## src/rtl/pipe_hazard_tracker.sv

```systemverilog
// ---------------------------------------------------------------------------
// pipe_hazard_tracker
//
// Producer side of the data-hazard interface. Each instruction's destination
// register and class tags (is_load, has_link) ride down the EX/MEM/WB stage
// registers, and their EX_/MEM_ copies are what the hazard detector compares
// against. The detector's stall and the branch unit's flush are turned into
// front-end controls here. Stall statistics and a stall watchdog are kept
// alongside.
//
// Parameters
//   CNT_W      width of stall_cnt / bubble_cnt (both wrap modulo 2^CNT_W)
//   MAX_STALL  consecutive-stall limit; exceeding it sets stall_err
//
// Ports
//   clk, rst                      rising-edge clock, async active-high reset
//   ID_valid                      ID holds a real instruction
//   ID_WBSel/ID_is_load/ID_has_link  tags of the instruction in ID
//   stall_req                     load-use stall from the hazard detector
//   flush_req                     taken branch/jump resolved in ID
//   pc_we, ifid_we, ifid_clr      front-end controls (combinational)
//   EX_*, MEM_*                   stage tags consumed by the detector
//   WB_WBSel, WB_we               write-back destination and enable
//   stall_cnt, bubble_cnt         event counters
//   stall_err                     sticky watchdog flag
// ---------------------------------------------------------------------------
module pipe_hazard_tracker #(
    parameter int CNT_W     = 32,
    parameter int MAX_STALL = 4
) (
    input  logic             clk,
    input  logic             rst,
    input  logic             ID_valid,
    input  logic [4:0]       ID_WBSel,
    input  logic             ID_is_load,
    input  logic             ID_has_link,
    input  logic             stall_req,
    input  logic             flush_req,
    output logic             pc_we,
    output logic             ifid_we,
    output logic             ifid_clr,
    output logic [4:0]       EX_WBSel,
    output logic             EX_is_load,
    output logic             EX_has_link,
    output logic [4:0]       MEM_WBSel,
    output logic             MEM_is_load,
    output logic             MEM_has_link,
    output logic [4:0]       WB_WBSel,
    output logic             WB_we,
    output logic [CNT_W-1:0] stall_cnt,
    output logic [CNT_W-1:0] bubble_cnt,
    output logic             stall_err
);

    // The run-length counter only needs to reach MAX_STALL+1, where it saturates.
    localparam int RUN_W = $clog2(MAX_STALL + 2);
    localparam logic [RUN_W-1:0] RUN_LIMIT = RUN_W'(MAX_STALL + 1);

    logic             ex_bubble;
    logic             bubble_evt;
    logic [RUN_W-1:0] run_reg;
    logic [RUN_W-1:0] run_next;

    // Stall freezes PC and IF/ID and wins over flush; the branch held in ID is
    // re-evaluated once the stall releases, so dropping the flush here is safe.
    assign pc_we    = ~stall_req;
    assign ifid_we  = ~stall_req;
    assign ifid_clr = flush_req & ~stall_req;

    // A stalled or empty ID slot enters EX as an all-zero bubble. Flush does
    // not bubble EX: the branch in ID still proceeds, only IF is squashed.
    assign ex_bubble = stall_req | ~ID_valid;

    // The squashed IF instruction of a flush is counted as a bubble too, but
    // only when a real branch sits in ID.
    assign bubble_evt = stall_req | (flush_req & ID_valid);

    always_comb begin
        run_next = '0;
        if (stall_req) begin
            run_next = (run_reg == RUN_LIMIT) ? run_reg : run_reg + RUN_W'(1);
        end
    end

    always_ff @(posedge clk or posedge rst) begin
        if (rst) begin
            EX_WBSel     <= '0;
            EX_is_load   <= 1'b0;
            EX_has_link  <= 1'b0;
            MEM_WBSel    <= '0;
            MEM_is_load  <= 1'b0;
            MEM_has_link <= 1'b0;
            WB_WBSel     <= '0;
            WB_we        <= 1'b0;
            stall_cnt    <= '0;
            bubble_cnt   <= '0;
            stall_err    <= 1'b0;
            run_reg      <= '0;
        end else begin
            if (ex_bubble) begin
                EX_WBSel    <= '0;
                EX_is_load  <= 1'b0;
                EX_has_link <= 1'b0;
            end else begin
                EX_WBSel    <= ID_WBSel;
                EX_is_load  <= ID_is_load;
                EX_has_link <= ID_has_link;
            end

            MEM_WBSel    <= EX_WBSel;
            MEM_is_load  <= EX_is_load;
            MEM_has_link <= EX_has_link;

            // Register 0 is never written, so a bubble cannot produce a write.
            WB_WBSel     <= MEM_WBSel;
            WB_we        <= (MEM_WBSel != 5'd0);

            stall_cnt    <= stall_cnt + CNT_W'(stall_req);
            bubble_cnt   <= bubble_cnt + CNT_W'(bubble_evt);

            run_reg      <= run_next;
            stall_err    <= stall_err | (run_next == RUN_LIMIT);
        end
    end

endmodule

```

## config.mk

```make
export PLATFORM = sky130hd
export DESIGN_NAME = pipe_hazard_tracker
export DESIGN_NICKNAME = d
export VERILOG_FILES = /design/src/rtl/pipe_hazard_tracker.sv
export SDC_FILE = /design/constraint.sdc
export NUM_CORES = 1
export LEC_CHECK = 0
export ABC_AREA = 1
export ABC_CLOCK_PERIOD_IN_PS = 7650
export CAP_MARGIN = 30
export CORE_AREA = 10 10 104 106
export CTS_CLUSTER_DIAMETER = 40
export DETAILED_ROUTE_END_ITERATION = 10
export DIE_AREA = 0 0 114 116
export PLACE_DENSITY = 0.78
export SLEW_MARGIN = 20
export SYNTH_ARGS = -nofsm -noshare
export SYNTH_HDL_FRONTEND = slang
export SYNTH_SLANG_ARGS = --single-unit
```

## constraint.sdc

```tcl
create_clock -name clk -period 7.65 [get_ports clk]
set_clock_uncertainty 0.05 [all_clocks]
set_input_delay 1.53 -clock clk [delete_from_list [all_inputs] [get_ports clk]]
set_output_delay 1.53 -clock clk [all_outputs]
set_load 0.1 [all_outputs]
```

==> results.tsv <==
metric	value	unit
grt_usage	0.165	
final_nets	644	
cts_hold_buf	0	
root_buffer	clkbuf_8	
clk_pin_slew	0.10	ns
status	complete, no violations	
syn-num-nets	533	
die_h	116	um
fmax	203	MHz
critPathKind	in -> out	
crit_required	6.07	ns
min_from	EX_WBSel[1]$_DFF_PP0_	
syn2layout_area_growth	32.1	%
cts_buffers	9	
row_count	34	
timing.rr.start	stall_cnt[0]$_DFF_PP0_	
worstMarginPinSlew	1.02	ns
startpoint	stall_req	
fin_crit_sh	0.644	
max-vdd-ir-drop	0.299	mV
endpoint_kind	primary output	
holdWs	0.332	ns
core	0.00868	mm^2
drive_gt1_frac	0.0730	
gp_congestion	0.941	
holdCritPathClass	reg -> reg	
slew_headroom	0.320	
max-clock-path-buffers	2	
multiInputGateArea	0.00185	mm^2
drtPass1Iterations	4	
antenna_cells	0	
chipWidth	114	um
overflow	0	
finalSetupTns	0	ns
hpwl	8160	um
syn_area	0.00426	mm^2
p_per_area	244	mW/mm^2
antenna_found_initial	0	
synth_seq_cells	88	
dieArea	0.0132	mm^2
synth_cells	514	
worstSkewPairLatency	0.35	ns
postRouteAntennaNets	0	
p_leak	2.59	nW
clkSinkCount	88	
pin_count	100	
rsz0062_at_grt	no	
synthTopCellsByArea	dfrtp_1, nand2_1, nor2_1, inv_1, xor2_1	
final-setup-viol-count	0	
finalHoldViolCount	0	
tritoncts	built	
cp_max_fo	6	
grt_max_degree	59	
fin_crit	4.93	ns
yosys.area.top_type	dfrtp_1	
drc	0	
cap_violations	0	
cts_setup_buffers	0	
ys_seq_area_frac	0.517	
vias_per_cell	4.81	
fillerInstances	749	
drt-initial-drc-count	100	
postSynthAreaPerCell	8.29	um^2
worst_setup_path_start_kind	primary input	
port_buffers	99	
num_vias	3550	
maxSlewViolCount	0	
ys_warn_count	0	
regArea	0.00220	mm^2
routedWlPerCell	14.1	um
synth_top_area_frac	0.517	
start_util	0.491	
grt_pass1_vias	3704	
arrival	3.35	ns
reg_top3	bubble_cnt: 32 flops, stall_cnt: 32 flops	
synth_cell_types	17	
cts_resized	0	
h-tree-depth	3	
grt_pass1_wl	17800	um
wl	10400	um
per-stage QoR:
step | util | worst slack, ns | cells | area [um^2] | total power, W
after floorplan | - | 3.26 | 514 | 4260 | 0.000925
after global placement | 0.621 | 2.76 | 721 | 5390 | 0.00104
after detailed placement | 0.624 | 2.72 | 722 | 5410 | 0.00105
after CTS | 0.648 | 2.72 | 738 | 5630 | 0.00139
after global routing | 0.648 | 2.66 | 738 | 5630 | 0.00143
final | 0.648 | 2.72 | 738 | 5630 | 0.00137
cells in the mapped netlist:
cell        n
nand3b_1   16
dfrtp_1    88
nand2_1   193
nor3_1      1
ha_1        7
nor2_8      2
xor2_1     21
inv_1      52
nor2_2      6
xnor2_1    10
nand3_1    15
buf_4       1
o21ai_0     2
nand2_2     7
nand2_4     1
nor2_1     81
nor2_4     11
layout make-up:
type                       instances  area share
clock inverter                     6      0.0131
clock buffer                      10      0.0245
tap                              108      0.0240
sequential                        88       0.391
timing repair buffer             101       0.182
inverter                          52      0.0349
multi-input combinational        373       0.330
worst max-delay path, cell delays in order:
cell and delay (ns):
clkdlybuf4s50_1 0.47, inv_1 0.17, clkdlybuf4s50_1 1.17
where the power goes:
| group | internal [W] | total (W) | switching (W) |
|---|---|---|---|
| clock network | 0.000164 | 0.000340 | 0.000176 |
| registers | 0.000506 | 0.000550 | 0.0000434 |
| logic | 0.000106 | 0.000484 | 0.000378 |
| total | 0.000776 | 0.00137 | 0.000597 |
cell families after synthesis:
family,share of synthesized area
xor gates and xnor gates,0.0637
AOI/OAI and AO/OA,0.00235
DFF,0.517
buffers and inverters,0.0476
adders and majority gates,0.0206
and+or+nand+nor,0.349
worst paths after layout:
path	to	slack, ns	depth (start not counted)
worst max-delay path	pc_we	2.72	3
worst max register to register	stall_cnt[24]$_DFF_PP0_	6.01	9
worst min-delay path	MEM_WBSel[1]$_DFF_PP0_	0.33	0
max in group asynchronous	bubble_cnt[29]$_DFF_PP0_	5.41	4
min in group asynchronous	stall_cnt[5]$_DFF_PP0_	1.52	3
worst min register to register	MEM_WBSel[1]$_DFF_PP0_	0.33	0
cells in the final DEF (no fill, tap or decap), drive strengths merged:
cell,n
buf,2
bufinv,1
clkbuf,10
clkdlybuf4s50,99
clkinv,4
dfrtp,88
ha,7
inv,53
nand2,201
nand3,15
nand3b,16
nor2,100
nor3,1
o21ai,2
xnor2,10
xor2,21
per-layer routing:
| metal | track usage | wire, um | up-vias |
|---|---|---|---|
| li1 | - | - | 1771 |
| met1 | 0.188 | 4260 | 1681 |
| met3 | 0.0517 | 727 | 14 |
| met5 | 0 | 0 | - |
| met2 | 0.292 | 5310 | 84 |
| met4 | 0.0485 | 130 | 0 |
Power figures use the tool's default switching activity.
